$ cat config.mk
export PLATFORM = sky130hd
export DESIGN_NAME = uart_rx_oversampler
export DESIGN_NICKNAME = d
export VERILOG_FILES = /design/src/rtl/uart_rx_oversampler.sv
export SDC_FILE = /design/constraint.sdc
export NUM_CORES = 1
export LEC_CHECK = 0
export ABC_AREA = 1
export CORE_UTILIZATION = 40
export CTS_CLUSTER_DIAMETER = 60
export DETAILED_ROUTE_END_ITERATION = 8
export SLEW_MARGIN = 5
export SYNTH_ARGS = -nofsm -noshare
export SYNTH_HDL_FRONTEND = slang
export SYNTH_SLANG_ARGS = --single-unit
$ cat constraint.sdc
create_clock -name clk_i -period 2.6 [get_ports clk_i]
set_input_delay 0.26 -clock clk_i [delete_from_list [all_inputs] [get_ports clk_i]]
set_output_delay 0.26 -clock clk_i [all_outputs]
set_load 0.005 [all_outputs]
$ cat src/rtl/uart_rx_oversampler.sv
// UART receive engine: oversampled start/data/parity/stop deserialiser with
// 3-sample majority voting, false-start rejection, break detection and a
// one-entry valid/ready holding register.
module uart_rx_oversampler #(
  parameter int unsigned OVERSAMPLE  = 16,
  parameter int unsigned SYNC_STAGES = 2
) (
  input  logic       clk_i,
  input  logic       rst_n_i,
  input  logic       ov_baud_rt_i,
  input  logic       rx_i,
  input  logic [1:0] data_width_i,
  input  logic       stop_bits_number_i,
  input  logic [1:0] parity_mode_i,
  input  logic       ready_i,
  output logic [7:0] data_o,
  output logic       valid_o,
  output logic       parity_err_o,
  output logic       frame_err_o,
  output logic       overrun_o,
  output logic       break_o,
  output logic       busy_o
);

  localparam int unsigned CNT_W = (OVERSAMPLE > 1) ? $clog2(OVERSAMPLE) : 1;
  localparam int unsigned MID   = OVERSAMPLE / 2;

  localparam logic [CNT_W-1:0] IDX_LO  = CNT_W'(MID - 1);
  localparam logic [CNT_W-1:0] IDX_MID = CNT_W'(MID);
  localparam logic [CNT_W-1:0] IDX_DEC = CNT_W'(MID + 1);
  localparam logic [CNT_W-1:0] IDX_END = CNT_W'(OVERSAMPLE - 1);

  localparam logic [1:0] PAR_EVEN = 2'b01;
  localparam logic [1:0] PAR_ODD  = 2'b10;

  localparam logic [2:0] S_IDLE       = 3'd0;
  localparam logic [2:0] S_START      = 3'd1;
  localparam logic [2:0] S_DATA       = 3'd2;
  localparam logic [2:0] S_PARITY     = 3'd3;
  localparam logic [2:0] S_STOP       = 3'd4;
  localparam logic [2:0] S_BREAK_WAIT = 3'd5;

  // Synchroniser, preset to the idle line level.
  logic [SYNC_STAGES-1:0] sync_q;
  logic                   rx_s;

  // Frame state.
  logic [2:0]       state_q,      state_n;
  logic [CNT_W-1:0] cnt_q,        cnt_n;
  logic [2:0]       bit_q,        bit_n;
  logic             stop_q,       stop_n;
  logic             s0_q,         s0_n;
  logic             s1_q,         s1_n;
  logic [7:0]       shift_q,      shift_n;
  logic [1:0]       width_q,      width_n;
  logic [1:0]       par_q,        par_n;
  logic             stop2_q,      stop2_n;
  logic             perr_pend_q,  perr_pend_n;
  logic             ferr_pend_q,  ferr_pend_n;
  logic             nonzero_q,    nonzero_n;
  logic             stop0z_q,     stop0z_n;

  // Output registers.
  logic [7:0]       data_q,       data_n;
  logic             valid_q,      valid_n;
  logic             perr_q,       perr_n;
  logic             ferr_q,       ferr_n;
  logic             ovr_q,        ovr_n;
  logic             brk_q,        brk_n;
  logic             busy_q,       busy_n;

  // Combinational helpers.
  logic [CNT_W-1:0] tick_idx_c;
  logic             in_frame_c;
  logic             at_lo_c, at_mid_c, at_dec_c, at_end_c;
  logic             maj_c;
  logic             par_en_c;
  logic             par_exp_c;
  logic             done_c;
  logic             ferr_final_c;
  logic [2:0]       last_bit_c;

  assign rx_s = sync_q[SYNC_STAGES-1];

  // Two-flop (or deeper) synchroniser for the asynchronous serial line.
  always_ff @(posedge clk_i or negedge rst_n_i) begin
    if (!rst_n_i) begin
      sync_q <= '1;
    end else begin
      sync_q <= {sync_q[SYNC_STAGES-2:0], rx_i};
    end
  end

  // Sample-point decode and majority vote over the three mid-bit samples.
  always_comb begin
    tick_idx_c = (cnt_q == IDX_END) ? '0 : cnt_q + CNT_W'(1);
    in_frame_c = (state_q == S_START) || (state_q == S_DATA) ||
                 (state_q == S_PARITY) || (state_q == S_STOP);
    at_lo_c    = ov_baud_rt_i && in_frame_c && (tick_idx_c == IDX_LO);
    at_mid_c   = ov_baud_rt_i && in_frame_c && (tick_idx_c == IDX_MID);
    at_dec_c   = ov_baud_rt_i && in_frame_c && (tick_idx_c == IDX_DEC);
    at_end_c   = ov_baud_rt_i && in_frame_c && (tick_idx_c == IDX_END);
    maj_c      = (s0_q & s1_q) | (s0_q & rx_s) | (s1_q & rx_s);
    par_en_c   = par_q[0] ^ par_q[1];
    par_exp_c  = (^shift_q) ^ (par_q == PAR_ODD);
    last_bit_c = 3'd4 + {1'b0, width_q};
  end

  // Next-state and datapath update for the receive FSM and holding register.
  always_comb begin
    state_n      = state_q;
    cnt_n        = cnt_q;
    bit_n        = bit_q;
    stop_n       = stop_q;
    s0_n         = s0_q;
    s1_n         = s1_q;
    shift_n      = shift_q;
    width_n      = width_q;
    par_n        = par_q;
    stop2_n      = stop2_q;
    perr_pend_n  = perr_pend_q;
    ferr_pend_n  = ferr_pend_q;
    nonzero_n    = nonzero_q;
    stop0z_n     = stop0z_q;
    data_n       = data_q;
    valid_n      = valid_q;
    perr_n       = perr_q;
    ferr_n       = ferr_q;
    ovr_n        = 1'b0;
    brk_n        = 1'b0;
    done_c       = 1'b0;
    ferr_final_c = ferr_pend_q;

    if (valid_q && ready_i) begin
      valid_n = 1'b0;
    end

    if (ov_baud_rt_i && in_frame_c) begin
      cnt_n = tick_idx_c;
    end
    if (at_lo_c) begin
      s0_n = rx_s;
    end
    if (at_mid_c) begin
      s1_n = rx_s;
    end

    case (state_q)
      S_IDLE: begin
        if (ov_baud_rt_i && !rx_s) begin
          state_n = S_START;
          cnt_n   = '0;
        end
      end

      S_START: begin
        if (at_dec_c) begin
          if (maj_c) begin
            state_n = S_IDLE;
            cnt_n   = '0;
          end else begin
            width_n     = data_width_i;
            par_n       = parity_mode_i;
            stop2_n     = stop_bits_number_i;
            shift_n     = '0;
            bit_n       = '0;
            stop_n      = 1'b0;
            perr_pend_n = 1'b0;
            ferr_pend_n = 1'b0;
            nonzero_n   = 1'b0;
            stop0z_n    = 1'b0;
          end
        end
        if (at_end_c) begin
          state_n = S_DATA;
        end
      end

      S_DATA: begin
        if (at_dec_c) begin
          shift_n[bit_q] = maj_c;
          if (maj_c) begin
            nonzero_n = 1'b1;
          end
        end
        if (at_end_c) begin
          if (bit_q == last_bit_c) begin
            state_n = par_en_c ? S_PARITY : S_STOP;
            stop_n  = 1'b0;
          end else begin
            bit_n = bit_q + 3'd1;
          end
        end
      end

      S_PARITY: begin
        if (at_dec_c) begin
          if (maj_c != par_exp_c) begin
            perr_pend_n = 1'b1;
          end
          if (maj_c) begin
            nonzero_n = 1'b1;
          end
        end
        if (at_end_c) begin
          state_n = S_STOP;
          stop_n  = 1'b0;
        end
      end

      S_STOP: begin
        if (at_dec_c) begin
          ferr_final_c = ferr_pend_q | !maj_c;
          ferr_pend_n  = ferr_final_c;
          if (!stop_q) begin
            stop0z_n = !maj_c;
          end
          // Completion at mid-bit of the last stop bit allows back-to-back frames.
          if (stop_q == stop2_q) begin
            cnt_n = '0;
            if (!nonzero_q && (stop_q ? stop0z_q : !maj_c)) begin
              brk_n   = 1'b1;
              state_n = S_BREAK_WAIT;
            end else begin
              done_c  = 1'b1;
              state_n = S_IDLE;
            end
          end
        end
        if (at_end_c && (stop_q != stop2_q)) begin
          stop_n = 1'b1;
        end
      end

      S_BREAK_WAIT: begin
        if (ov_baud_rt_i && rx_s) begin
          state_n = S_IDLE;
        end
      end

      default: begin
        state_n = S_IDLE;
        cnt_n   = '0;
      end
    endcase

    // A completed character loads if the slot is free or emptying this cycle.
    if (done_c) begin
      if (!valid_q || ready_i) begin
        data_n  = shift_q;
        perr_n  = perr_pend_q;
        ferr_n  = ferr_final_c;
        valid_n = 1'b1;
      end else begin
        ovr_n = 1'b1;
      end
    end

    busy_n = (state_n != S_IDLE);
  end

  // State, datapath and output registers.
  always_ff @(posedge clk_i or negedge rst_n_i) begin
    if (!rst_n_i) begin
      state_q     <= S_IDLE;
      cnt_q       <= '0;
      bit_q       <= '0;
      stop_q      <= 1'b0;
      s0_q        <= 1'b0;
      s1_q        <= 1'b0;
      shift_q     <= '0;
      width_q     <= '0;
      par_q       <= '0;
      stop2_q     <= 1'b0;
      perr_pend_q <= 1'b0;
      ferr_pend_q <= 1'b0;
      nonzero_q   <= 1'b0;
      stop0z_q    <= 1'b0;
      data_q      <= '0;
      valid_q     <= 1'b0;
      perr_q      <= 1'b0;
      ferr_q      <= 1'b0;
      ovr_q       <= 1'b0;
      brk_q       <= 1'b0;
      busy_q      <= 1'b0;
    end else begin
      state_q     <= state_n;
      cnt_q       <= cnt_n;
      bit_q       <= bit_n;
      stop_q      <= stop_n;
      s0_q        <= s0_n;
      s1_q        <= s1_n;
      shift_q     <= shift_n;
      width_q     <= width_n;
      par_q       <= par_n;
      stop2_q     <= stop2_n;
      perr_pend_q <= perr_pend_n;
      ferr_pend_q <= ferr_pend_n;
      nonzero_q   <= nonzero_n;
      stop0z_q    <= stop0z_n;
      data_q      <= data_n;
      valid_q     <= valid_n;
      perr_q      <= perr_n;
      ferr_q      <= ferr_n;
      ovr_q       <= ovr_n;
      brk_q       <= brk_n;
      busy_q      <= busy_n;
    end
  end

  assign data_o       = data_q;
  assign valid_o      = valid_q;
  assign parity_err_o = perr_q;
  assign frame_err_o  = ferr_q;
  assign overrun_o    = ovr_q;
  assign break_o      = brk_q;
  assign busy_o       = busy_q;

endmodule
## After elaboration in Yosys (flattened, before gate mapping)

Index checks and enable logic that the tools add are counted.

| word-level totals | value |
|---|---|
| register bits after elaboration | 46 |
| bits of input ports | 10 |
| logic and storage cells | 167 |

| operators by class | value |
|---|---|
| $add $sub $neg | 3 |
| order comparisons | 2 |
| equality and inequality tests | 28 |
| muxes and demuxes | 65 |
| bitwise gates (word level) | 9 |
| reduce and logical (&&, ||, !) cells | 38 |

Operators by type and width:

| cell | number |
|---|---|
| 3-bit 2-to-1 mux | 16 |
| 1-bit 2-to-1 mux | 28 |
| 4-bit 2-to-1 mux | 7 |
| 8-bit 2-to-1 mux | 3 |
| 3-bit case mux with 6 select lines | 1 |
| 4-bit == test (second input constant) | 4 |
| 2-bit != test (second input constant) | 8 |
| 4-bit case mux with 4 select lines | 1 |
| 8-bit case mux with 2 select lines | 1 |
| 5-bit AND reduction | 3 |
| 1-bit logical AND | 11 |
| 2-bit by 1-bit != test with 1-bit output (second input constant) | 5 |
| 8-bit bitwise mux | 1 |
| 1-bit case mux with 2 select lines | 4 |
| 4-bit AND reduction | 2 |
| 2-bit nonzero test | 4 |
| 8-bit parity | 1 |
| 7-bit AND reduction | 1 |
| 3-bit by 2-bit == test with 1-bit output (second input constant) | 2 |
| 3-bit == test (second input constant) | 2 |
| 3-bit case mux with 2 select lines | 1 |
| 3-bit AND reduction | 2 |
| 4-bit by 1-bit adder with 4-bit output (second input constant) | 1 |
| 4-bit by 3-bit == test with 1-bit output (second input constant) | 1 |
| other kinds (23) | 35 |

## Logic depth before layout (Yosys ltp)

Gate-level depths: netlist (run 1).

| logic depth | value |
|---|---|
| depth in word-level cells | 11 |
| gate-level depth with buffers | 12 |

## Worst setup path before layout (run 1)

No wires, ideal clock.

| timing path | value |
|---|---|
| kind | register to register |
| start point | register cnt_q[0] |
| end point | register shift_q[6] |
| data arrival time | 1.638 ns |
| setup slack | 0.845 ns |
| stages on the path, launching flop included | 13 |
| clock period less this slack | 1.755 ns |
| path through | dfrtp_1 ha_1 nand2_1 inv_2 nand2_1 nand3_2 nor2_8 nand4_4 o21ai_4 buf_6 nand2_1 nand2_1 nand2_1 |

| between the ends | value |
|---|---|
| cells in the longest elaborated chain, start to end | 6 |

Ends and longest elaborated chain:

| element | line | RTL |
|---|---|---|
| start: declaration | 49 | `logic [CNT_W-1:0] cnt_q, cnt_n;` |
| start signal: assignment | 288 | `cnt_q <= cnt_n;` |
| 4-bit by 1-bit adder with 4-bit output / 4-bit == test (equally long branches) | 96 | `tick_idx_c = (cnt_q == IDX_END) ? '0 : cnt_q + CNT_W'(1);` |
| 4-bit 2-to-1 mux (*) | 96 |  |
| 4-bit == test (*) | 101 | `at_dec_c = ov_baud_rt_i && in_frame_c && (tick_idx_c == IDX_DEC);` |
| 1-bit logical AND (*) | 101 |  |
| 2-bit != test (no line) | n/a |  |
| 4-bit AND reduction (no line) (*) | n/a |  |
| end signal: assignment | 293 | `shift_q <= shift_n;` |
| end: declaration | 54 | `logic [7:0] shift_q, shift_n;` |

Mark *: on every way between the ends. The rest lies on a longest branch, timed or not.
A chain may end at the register's enable or synchronous reset.

## Final worst setup path (run 1)

| timing path | value |
|---|---|
| start point | register cnt_q[1] |
| end point | register perr_q (netlist: parity_err_o) |

| between the ends | value |
|---|---|
| cells in the longest elaborated chain, start to end | 7 |

Ends and longest elaborated chain:

| element | line | RTL |
|---|---|---|
| 4-bit by 1-bit adder with 4-bit output / 4-bit == test (equally long branches) | 96 |  |
| 4-bit 2-to-1 mux (*) | 96 |  |
| 4-bit == test (*) | 101 |  |
| 1-bit logical AND (*) | 101 |  |
| 1-bit 2-to-1 mux (*) | 212 | `if (at_dec_c) begin` |
| 1-bit 2-to-1 mux (*) | 148 | `case (state_q)` |
| 2-bit AND reduction (no line) (*) | n/a |  |
| end signal: assignment | 303 | `perr_q <= perr_n;` |
| end: declaration | 66 | `logic perr_q, perr_n;` |

Marks and branches as above.

==> impl_summary.md, run 1 <==
Placement
Summed over all nets, the half-perimeter wirelength after detailed placement is 4081 µm. During placement, the flow inserted port buffers numbering 23. Routability-driven placement finished with a final weighted congestion of 0.8448.

Timing
Setup repair after global routing left no endpoint under its margin. The setup TNS after final layout is 0 ns. For the finished layout, the period the worst path requires is 2.071 ns.

The count of pins over their slew limit is 0. The number of endpoints with negative hold slack in the final report is 0. Measured against its own limit, the worst slew margin works out to 31.44%.

For the final database, setup skew stands at 0.009483 ns. The highest attainable clock frequency is 482.8 MHz. Of the available clock period, the critical path in the final layout requires 79.67%. Setup violations remaining at the end of the flow were counted as 0. For the pin with the worst max-slew slack, the measured transition is 1.028 ns.

Critical path
The kind of launch point of the worst setup path is a flip-flop. The endpoint class of the critical path is a flip-flop. The critical setup path kind is flip-flop to flip-flop. The critical path data required time is 2.80 ns. The worst path arrival time is 2.27 ns. The logic depth of the worst register-to-register path is 11. Along the worst path, the maximum fanout reaches 11.

Global route
The number of global-route vias before repair is 2094. The residual overflow from global routing is 0. The initial antenna violation count is 0. The aggregate global-route resource usage is 16.90%.

Entering global routing, the biggest net connects 47 pins. The first global-routing pass estimated 9646 µm of wire.

CTS
TritonCTS built the clock tree. The number of clock buffers inserted by TritonCTS is 5. The number of levels in the clock H-tree is 2. The hold-fix buffer count after cts is 0. The number of sinks on the clock net is 46. The clock slew at the register clock pins of the worst setup and hold paths is 0.09 ns. The root buffer cell is sky130_fd_sc_hd__clkbuf_8. After clock tree synthesis, the repair step resized 0 gates. The later-pin clock latency in the skew report is 0.30 ns. The longest clock path from root to sink contains 2 buffers. The number of post-CTS setup repair buffers is 0.

Floorplan
For this configuration, the core starts out at a cell density of 42.08%. The I/O pin count is 24. The total die area is 7128 µm². The chip width is 84.43 µm.

Measured along the y axis, the die boundary spans 84.43 µm. The floorplan has 29 rows. The area of the core is 6459 µm².

Finish
The number of fill cells is 639. The antenna cell count is 0. The final layout contains 398 nets.

The fraction of final layout cells sized beyond drive strength 1 is 9.399%. The multi-input logic area is 1363 µm². Once layout is complete, the utilization of the core stands at 48.43%.

The register cell area after layout is 1154 µm². The library cells used most frequently in the layout, excluding fill and tap cells, are 135 x sky130_fd_sc_hd__nand2_1, 44 x sky130_fd_sc_hd__dfrtp_1, 37 x sky130_fd_sc_hd__inv_1. Compared with the post-synthesis result, the final layout area differs by 15.10%. The library cell used most frequently in the layout, excluding fill and tap cells, is sky130_fd_sc_hd__nand2_1.

Yosys
The biggest area contributor in the post-synthesis netlist is sky130_fd_sc_hd__dfrtp_1. The synthesized design contains 46 register bits. In this run, synthesis inferred 0 flip-flops with an integrated enable. The synthesized netlist contains 39 unique library cells. When the netlist entered floorplanning its net count stood at 373. The mean area per synthesized cell is 7.612 µm². The prevailing post-synth register cell is sky130_fd_sc_hd__dfrtp_1. Synthesis produced 357 cells. After synthesis, the cell types taking the most area are sky130_fd_sc_hd__dfrtp_1 41%, sky130_fd_sc_hd__nand2_1 19%, sky130_fd_sc_hd__nand3_1 6.3%. After synthesis, the largest area contributor takes up 40.52% of total cell area.

Summing every instance area after synthesis gives 2718 µm². Counting flops with an async set or reset pin after synthesis yields a share of 100.0%. The share of synthesized area occupied by flip-flops and latches is 42.45%. The number of warnings printed during yosys synthesis is 0.

Route
The remaining design rule violation count is 5. After detailed routing, the number of vias per cell comes to 4.815. The number of iterations in the first detailed-routing pass is 6. The count of routing violations after the opening detailed-route iteration is 111. The wire length reported by the detailed router is 5348 µm. The routed length per placed instance is 11.63 µm. The number of antenna-violating nets in the routed design is 0. The routed layout has 2215 vias.

Status
The checks that failed: DRC. The flow ran to the end, but the final reports show violations.

Flow run
The max-capacitance violation count is 0.

Power
The reported leakage power is 1.579 nW. The total power per unit cell area is 774.5 nW/µm². The worst vdd rail ir drop is 0.3546 mV.

Min path
In this run the worst hold path is classified as primary input to async pin.
==> through the flow <==
step	std cells	power (mW)	cell area, µm²	setup WS, ns	hold slack [ns]
floorplan	357	1.677	2718	0.8452	-0.03559
global placement	452	1.885	3014	0.5595	0.3470
detailed placement	452	1.902	3014	0.5037	0.3498
CTS	460	2.454	3128	0.4954	0.1626
global route	460	2.633	3128	0.2640	0.2200
finish	460	2.423	3128	0.5287	0.1231
==> synth_stat cells, types with 2 or more instances <==
| cell type | count |
|---|---|
| sky130_fd_sc_hd__nand2_1 | 135 |
| sky130_fd_sc_hd__dfrtp_1 | 44 |
| sky130_fd_sc_hd__inv_1 | 37 |
| sky130_fd_sc_hd__nand3_1 | 34 |
| sky130_fd_sc_hd__nor2_1 | 19 |
| sky130_fd_sc_hd__nor3_1 | 10 |
| sky130_fd_sc_hd__xnor2_1 | 10 |
| sky130_fd_sc_hd__nand4_1 | 7 |
| sky130_fd_sc_hd__ha_1 | 6 |
| sky130_fd_sc_hd__inv_2 | 5 |
| sky130_fd_sc_hd__nor2_4 | 5 |
| sky130_fd_sc_hd__a21oi_1 | 4 |
| sky130_fd_sc_hd__a31oi_1 | 3 |
| sky130_fd_sc_hd__clkbuf_1 | 3 |
| sky130_fd_sc_hd__o21ai_0 | 3 |
| sky130_fd_sc_hd__buf_2 | 2 |
| sky130_fd_sc_hd__dfstp_2 | 2 |
| sky130_fd_sc_hd__nand2_2 | 2 |
| sky130_fd_sc_hd__nand2_4 | 2 |
| sky130_fd_sc_hd__nand3b_1 | 2 |
| sky130_fd_sc_hd__o21ai_1 | 2 |
| sky130_fd_sc_hd__o21bai_1 | 2 |
| sky130_fd_sc_hd__xor2_1 | 2 |
==> worst max-delay path, stage by stage (launching register included) <==
cell and delay, ns:
sky130_fd_sc_hd__dfrtp_1 0.46, sky130_fd_sc_hd__ha_1 0.22, sky130_fd_sc_hd__nor2_1 0.16, sky130_fd_sc_hd__nor2_1 0.11, sky130_fd_sc_hd__nor2_4 0.17, sky130_fd_sc_hd__nand3_4 0.14, sky130_fd_sc_hd__nor2_4 0.13, sky130_fd_sc_hd__nand2_2 0.09
sky130_fd_sc_hd__nor2_4 0.21, sky130_fd_sc_hd__inv_2 0.13, sky130_fd_sc_hd__nand2_1 0.09, sky130_fd_sc_hd__nand2_1 0.05
==> flip-flops by register name (all words and copies together), names as in the netlist, 2 cells and up <==
signal and cells:
sync_q 2, shift_q 8, state_q 3, cnt_q 4, bit_q 3, data_o 8
par_q 2, width_q 2
==> per-layer routing <==
layer,routed length [µm],global-route usage [%],share of wire [%],vias up
li1,-,-,-,1178
met1,2902,24.55,54,1002
met2,2249,26.08,42,31
met3,153,2.950,2.9,4
met4,42,4.622,0.79,0
met5,0,0,0,-
==> report_power, final <==
part	internal (mW)	leakage [nW]	switching (mW)	total, mW
Clock	0.286	0.0504	0.255	0.541
Combinational	0.318	0.915	0.620	0.938
Sequential	0.831	0.613	0.113	0.943
==> cell families after synthesis <==
group                    synth area share [%]
XOR/XNOR                                3.867
flip-flops                              42.45
adder cells (fa/ha/maj)                 2.762
AO/OA/AOI/OAI                           5.019
buffers and inverters                   7.412
AND/OR/NAND/NOR                         38.49
==> final cells by class <==
cell class | instances | area share [%]
Multi-Input combinational cell | 261 | 43.56
Clock buffer | 5 | 2.200
Sequential cell | 46 | 36.88
Clock inverter | 3 | 1.440
Timing Repair Buffer | 25 | 7.680
Inverter | 43 | 5.160
Tap cell | 77 | 3.080
==> path summary, 6_finish.rpt <==
| path | startpoint | endpoint | slack [ns] |
|---|---|---|---|
| max | cnt_q[1] | parity_err_o | 0.53 |
| min | rst_n_i | cnt_q[0] | 0.12 |
| max reg2reg | cnt_q[1] | parity_err_o | 0.53 |
| min reg2reg | sync_q[0] | sync_q[1] | 0.36 |
| max in group asynchronous | rst_n_i | cnt_q[2] | 1.82 |
| min in group clk_i | sync_q[0] | sync_q[1] | 0.36 |
Power figures use the tool's default switching activity.
==> run 2, diff against run 1 <==
==> constraint.sdc (replaced) <==
create_clock -name clk_i -period 1.9 [get_ports clk_i]
set_input_delay 0.19 -clock clk_i [delete_from_list [all_inputs] [get_ports clk_i]]
set_output_delay 0.19 -clock clk_i [all_outputs]
set_load 0.005 [all_outputs]
==> impl_summary.md, run 2 (synthesized netlist as in run 1, its figures left out) <==
Status
The flow ran to the end, but the final reports show violations. The final reports fail on DRC.

Route
The number of antenna-violating nets in the routed design is 0. The remaining design rule violation count is 5. Dividing the detail-routed via count by the number of cells gives 4.819. The number of vias after detailed routing is 2313. Wires add up to 5745 µm. In the final routed layout, each cell accounts on average for 11.97 µm. The first detailed-routing pass ran for 7 iterations.

The first routing iteration left 102 violations.

Floorplan
The die covers 7128 µm². In this run the standard cell core region covers 6459 µm². The number of placement rows is 29. The vertical die dimension is 84.43 µm. The die is 84.43 µm wide.

The initial core utilization is 42.08%. The I/O pin count is 24.

Finish
The antenna cell count is 0. The number of fill cells is 639. In the layout the commonest cells are 129 x sky130_fd_sc_hd__nand2_1, 44 x sky130_fd_sc_hd__dfrtp_1, 36 x sky130_fd_sc_hd__inv_1.

Cells with a size suffix above 1 make up 16.63% of the layout. The final instance area is 3324 µm². From synthesis to final layout, the design area changed by 22.33%. The most common cell after layout, fill and taps aside is sky130_fd_sc_hd__nand2_1. The final cell count without fillers is 480.

In the final design database the tool counted 418 nets.

Global route
The aggregate global-route resource usage is 17.05%. Global routing finished with a remaining overflow of 0. The pin count of the biggest net entering global routing is 31. The number of global-route vias before repair is 2134. The first global-routing pass estimated 9660 µm of wire. The initial antenna violation count is 0.

Timing
For this run, the top clock speed supported by timing is 553.0 MHz. Setup violations remaining at the end of the flow were counted as 0. Adding up every negative setup slack in the final design gives 0 ns. The count of pins over their slew limit is 0.

The final worst-path cycle share is 95.17%. Counting I/O delays and the setup requirement, the final critical path takes 1.808 ns. The worst clock skew is 0.006076 ns.

The remaining max-slew budget at the tightest pin is 55.36%. Final hold analysis gives a worst-case slack of 0.2845 ns. The number of endpoints with negative hold slack in the final report came to 0. Setup repair after global routing could not meet its margin everywhere. The slew at the pin closest to its max-slew limit is 0.6696 ns.

Critical path
The worst path arrival time is 2.06 ns. By startpoint and endpoint, the worst setup path is classified as flip-flop to flip-flop. The critical path data required time is 2.15 ns. STA classifies the critical path endpoint as a flip-flop. The biggest fanout along the worst timing path is 8.

The kind of launch point of the worst setup path is a flip-flop. The worst register-to-register path has a depth of 10.

CTS
Clock-pin slew was measured on the worst setup and hold paths at 0.09 ns. The root buffer cell chosen for the clock tree is sky130_fd_sc_hd__clkbuf_8. The CTS tree is yes.

In this run the deepest clock path goes through 2 buffers. The clock drives 46 sinks. CTS built an H-tree with a depth of 2.

In this run, CTS created clock tree buffers numbering 5. At the later pin of the worst-skew pair, clock insertion delay measures 0.31 ns.

Placement
The global placement routability congestion is 0.8537. The placed wire-length estimate is 4274 µm. The count of buffers inserted at the top-level ports is 23. The post-placement cell count is 466. The placed instances occupy a cell area of 3119 µm².

Min path
The worst min-delay path category is primary input to flip-flop. The number of cells traversed by the worst hold path is 1.

Power
Power spread over the standard cell area amounts to 1044 nW/µm². The worst-case IR drop observed on VDD is 0.4605 mV. The sum of internal, switching and leakage power is 3.472 mW.

The reported leakage power is 1.684 nW.

Flow run
The max-capacitance violation count is 0.
-- run 2: cell count changes in the layout (fill, tap and decap cells not counted), moves of 2 or more --
| cell | change |
|---|---|
| sky130_fd_sc_hd__buf_4 | +15 |
| sky130_fd_sc_hd__nor2_1 | -3 |
| sky130_fd_sc_hd__nor2_4 | +2 |
| sky130_fd_sc_hd__nand2_1 | -6 |
| sky130_fd_sc_hd__buf_6 | +3 |
| sky130_fd_sc_hd__nand2_2 | +5 |
-- run 2: power breakdown --
part	leakage [nW]	total, mW	internal [mW]	switching [mW]
combinational	1.03	1.56	0.602	0.961
sequential	0.613	1.29	1.14	0.153
clock	0.0441	0.619	0.259	0.360
-- run 2: critical path: stages (launching register included) --
cell,delay (ns)
sky130_fd_sc_hd__dfrtp_1,0.43
sky130_fd_sc_hd__ha_4,0.19
sky130_fd_sc_hd__nand2_2,0.07
sky130_fd_sc_hd__inv_2,0.06
sky130_fd_sc_hd__nand2_1,0.11
sky130_fd_sc_hd__nand3_2,0.14
sky130_fd_sc_hd__nor2_8,0.15
sky130_fd_sc_hd__nand4_4,0.18
sky130_fd_sc_hd__o21ai_2,0.21
sky130_fd_sc_hd__nand3_1,0.13
sky130_fd_sc_hd__nand2_1,0.09
-- run 2: layer usage --
metal	wire, µm	share of wire (%)	global-route usage [%]
met5	0	0	0
met4	79	1.4	6.163
met2	2589	45	26.75
met3	170	3.0	2.360
met1	2905	51	24.17
-- run 2: repair_timing --
action                                 4_1_cts  5_1_grt
setup endpoints to repair                    0       28
hold buffers                                 1        0
resized for setup                            0       19
setup buffers                                0        4
endpoints found under the hold margin       26        0
-- run 2: final cells by class --
class | instances | area, µm² | area share [%]
flip-flops and latches | 46 | 1154 | 34.70
clock buffers | 5 | 68.82 | 2.070
inverters | 43 | 161.4 | 4.855
well taps | 77 | 96.34 | 2.898
multi-input cells | 262 | 1426 | 42.91
repair buffers | 44 | 396.6 | 11.93
clock inverters | 3 | 21.27 | 0.6398
-- run 2: worst paths after layout --
check / from / slack (ns) / to
max in group asynchronous: rst_n_i / 0.85 / data_o[6]
worst max-delay path: cnt_q[0] / 0.09 / shift_q[6]
worst max register to register: cnt_q[0] / 0.09 / shift_q[6]
worst min-delay path: rx_i / 0.28 / sync_q[0]
min in group asynchronous: rst_n_i / 0.45 / busy_o
worst min register to register: sync_q[0] / 0.36 / sync_q[1]
-- run 2: per-stage QoR --
step | worst slack, ns | utilization [%]
after floorplan | 0.1452 | -
after global placement | 0.07228 | 48.30
after detailed placement | 0.04827 | 48.30
after CTS | 0.01685 | 49.85
after global routing | -0.03729 | 51.47
final | 0.09169 | 51.47
==> run 3, diff against run 2 <==
==> constraint.sdc (replaced) <==
create_clock -name clk_i -period 2.2 [get_ports clk_i]
set_input_delay 0.22 -clock clk_i [delete_from_list [all_inputs] [get_ports clk_i]]
set_output_delay 0.22 -clock clk_i [all_outputs]
set_load 0.005 [all_outputs]
==> impl_summary.md, run 3 (synthesized netlist as in run 1, its figures left out) <==
Timing
Setup violations remaining at the end of the flow were counted as 0. Setup total negative slack on the finished layout was measured at 0 ns. The number of endpoints with negative hold slack in the final report is 0. The final worst-path cycle share is 89.67%. On the final layout, the worst clock skew is 0.004408 ns.

The worst hold-check slack is 0.3236 ns. Setup repair after global routing left no endpoint under its margin. The time the worst path needs with I/O delays and setup is 1.973 ns.

The count of pins over their slew limit is 0. The remaining max-slew budget at the tightest pin is 73.41%. The slew at the pin closest to its max-slew limit is 0.3988 ns. The highest attainable clock frequency is 506.9 MHz.

Floorplan
The area of the core is 6459 µm². The vertical die dimension is 84.43 µm. The I/O pin count is 24. The chip width is 84.43 µm. The initial core utilization is 42.08%.

The number of placement rows is 29. The die covers 7128 µm².

Route
The first TritonRoute pass finished after 6 iterations. In the final routed layout, each cell accounts on average for 11.95 µm. After the first detailed-routing iteration, the DRC count stood at 101. The detail route stage leaves a number of antenna-violating nets equal to 0.

After detailed routing, the total wire length is 5567 µm. The remaining design rule violation count is 10. Summing over every cut layer, the via total after detailed routing is 2258. In the routed layout, each cell is associated on average with a via count of 4.845.

Power
The internal power is 1.714 mW. Across the VDD grid, the largest voltage drop is 0.4196 mV. In this run the static leakage power is 1.608 nW. Of the total power, combinational logic draws 39.4%. Of the total power, the share spent switching nets is 40.67%. In this run the power density over the cells is 910.9 nW/µm².

The sum of internal, switching and leakage power is 2.889 mW. The net switching power is 1.175 mW. The sequential power share is 38.8%. Per report_power, the clock group accounts for 21.8% of the total.

Global route
For this run the aggregate overflow at the end of global routing stands at 0. Entering global routing, the biggest net connects 18 pins. The number of global-route vias before repair is 2107. The first global-routing pass estimated 9818 µm of wire. Across every metal layer, demand over resource in global routing totals 17.26%.

The initial antenna violation count is 0.

Placement
The placed wire-length estimate is 4241 µm. The count of buffers inserted at the top-level ports is 23. The post-placement cell count is 457. The congestion estimate from routability-driven global placement came to 0.8849.

CTS
The CTS tree is yes. The number of sinks on the clock net is 46. In this run the clock root is driven by a sky130_fd_sc_hd__clkbuf_8. The clock slew at the register clock pins of the worst setup and hold paths is 0.09 ns.

The later-pin clock latency in the skew report is 0.30 ns. The number of levels in the clock H-tree is 2. The longest clock path from root to sink contains 2 buffers. The number of clock buffers inserted by TritonCTS is 5.

The number of gates resized after CTS was 0.

Status
The run finished, with violations left. The final reports fail on DRC.

Flow run
The max-capacitance violation count is 0.

Finish
At the end of the flow, the number of nets in the layout was 404. The repair_antennas step left the layout with diodes totalling 0. Summing all multi-input logic gate instances after layout gives 1363 µm². The most common cell after layout, fill and taps aside is sky130_fd_sc_hd__nand2_1. The register cell area after layout is 1154 µm². The layout overhead on the synthesized area is 16.71%. The count of cells in the finished layout, fillers not included, comes to 466. The fraction of final layout cells sized beyond drive strength 1 is 10.28%. After filler insertion, the fill cell instance count of the layout stands at 652. In the layout the commonest cells are 135 x sky130_fd_sc_hd__nand2_1, 44 x sky130_fd_sc_hd__dfrtp_1, 37 x sky130_fd_sc_hd__inv_1.

Critical path
At the worst endpoint, the required time is 2.44 ns. The critical setup path kind is flip-flop to flip-flop. The kind of launch point of the worst setup path is a flip-flop. Data on the critical path arrives at its endpoint at 2.22 ns. Of all nets on the critical path, the largest fanout is 9. The endpoint class of the critical path is a flip-flop.

Min path
The worst min-delay path category is primary input to flip-flop.
[run 3: layer usage]
metal  part of all wire [%]  track usage [%]  vias up
met4                    1.2            5.239        0
met3                    4.3            3.835        7
met2                     42            26.30       58
met1                     52            24.58     1005
li1                       -                -     1188
met5                      0                0        -
[run 3: path summary, 6_finish.rpt]
check | from | to | slack [ns] | cells after the start
setup / recovery | cnt_q[1] | data_o[3] | 0.23 | 11
hold / removal | rx_i | sync_q[0] | 0.32 | 1
setup reg to reg | cnt_q[1] | data_o[3] | 0.23 | 11
hold reg to reg | sync_q[0] | sync_q[1] | 0.36 | 0
max in group asynchronous | rst_n_i | sync_q[0] | 1.22 | 3
min in group asynchronous | rst_n_i | break_o | 0.37 | 2
[run 3: critical path: stages, from the launching register on]
cell,delay (ns)
sky130_fd_sc_hd__dfrtp_1,0.46
sky130_fd_sc_hd__ha_1,0.22
sky130_fd_sc_hd__nor2_1,0.15
sky130_fd_sc_hd__nor2_1,0.11
sky130_fd_sc_hd__nor2_4,0.18
sky130_fd_sc_hd__nand3_4,0.15
sky130_fd_sc_hd__nor2_4,0.14
sky130_fd_sc_hd__nand2_2,0.09
sky130_fd_sc_hd__nor2_4,0.11
sky130_fd_sc_hd__buf_4,0.18
sky130_fd_sc_hd__nand2_1,0.06
sky130_fd_sc_hd__nand2_1,0.06
[run 3: cell type report]
class,count,area share (%)
Clock buffer,6,2.288
Clock inverter,2,1.183
Tap cell,77,3.037
Sequential cell,46,36.37
Multi-Input combinational cell,261,42.96
Inverter,43,5.089
Timing Repair Buffer,31,9.073
[run 3: power by group through the flow]
| stage | Combinational, mW | Sequential (mW) | Clock [mW] |
|---|---|---|---|
| floorplan | 0.889 | 1.09 | 0 |
| CTS | 1.14 | 1.12 | 0.651 |
| global route | 1.29 | 1.15 | 0.693 |
| finish | 1.14 | 1.12 | 0.630 |
| detailed placement | 1.12 | 1.13 | 0 |
| global placement | 1.12 | 1.13 | 0 |
[run 3: timing repair]
action,CTS,global route
hold endpoints to repair,15,0
buffers inserted,0,0
hold buffers,1,0
[run 3: through the flow]
| step | util [%] | area [µm²] | setup slack, ns |
|---|---|---|---|
| 3_5_place_dp | 47.25 | 3052 | 0.2456 |
| 6_report | 49.11 | 3172 | 0.2273 |
| 2_1_floorplan | - | 2718 | 0.4452 |
| 5_1_grt | 49.11 | 3172 | 0.02584 |
| 4_1_cts | 49.11 | 3172 | 0.2298 |
| 3_3_place_gp | 47.25 | 3052 | 0.2520 |
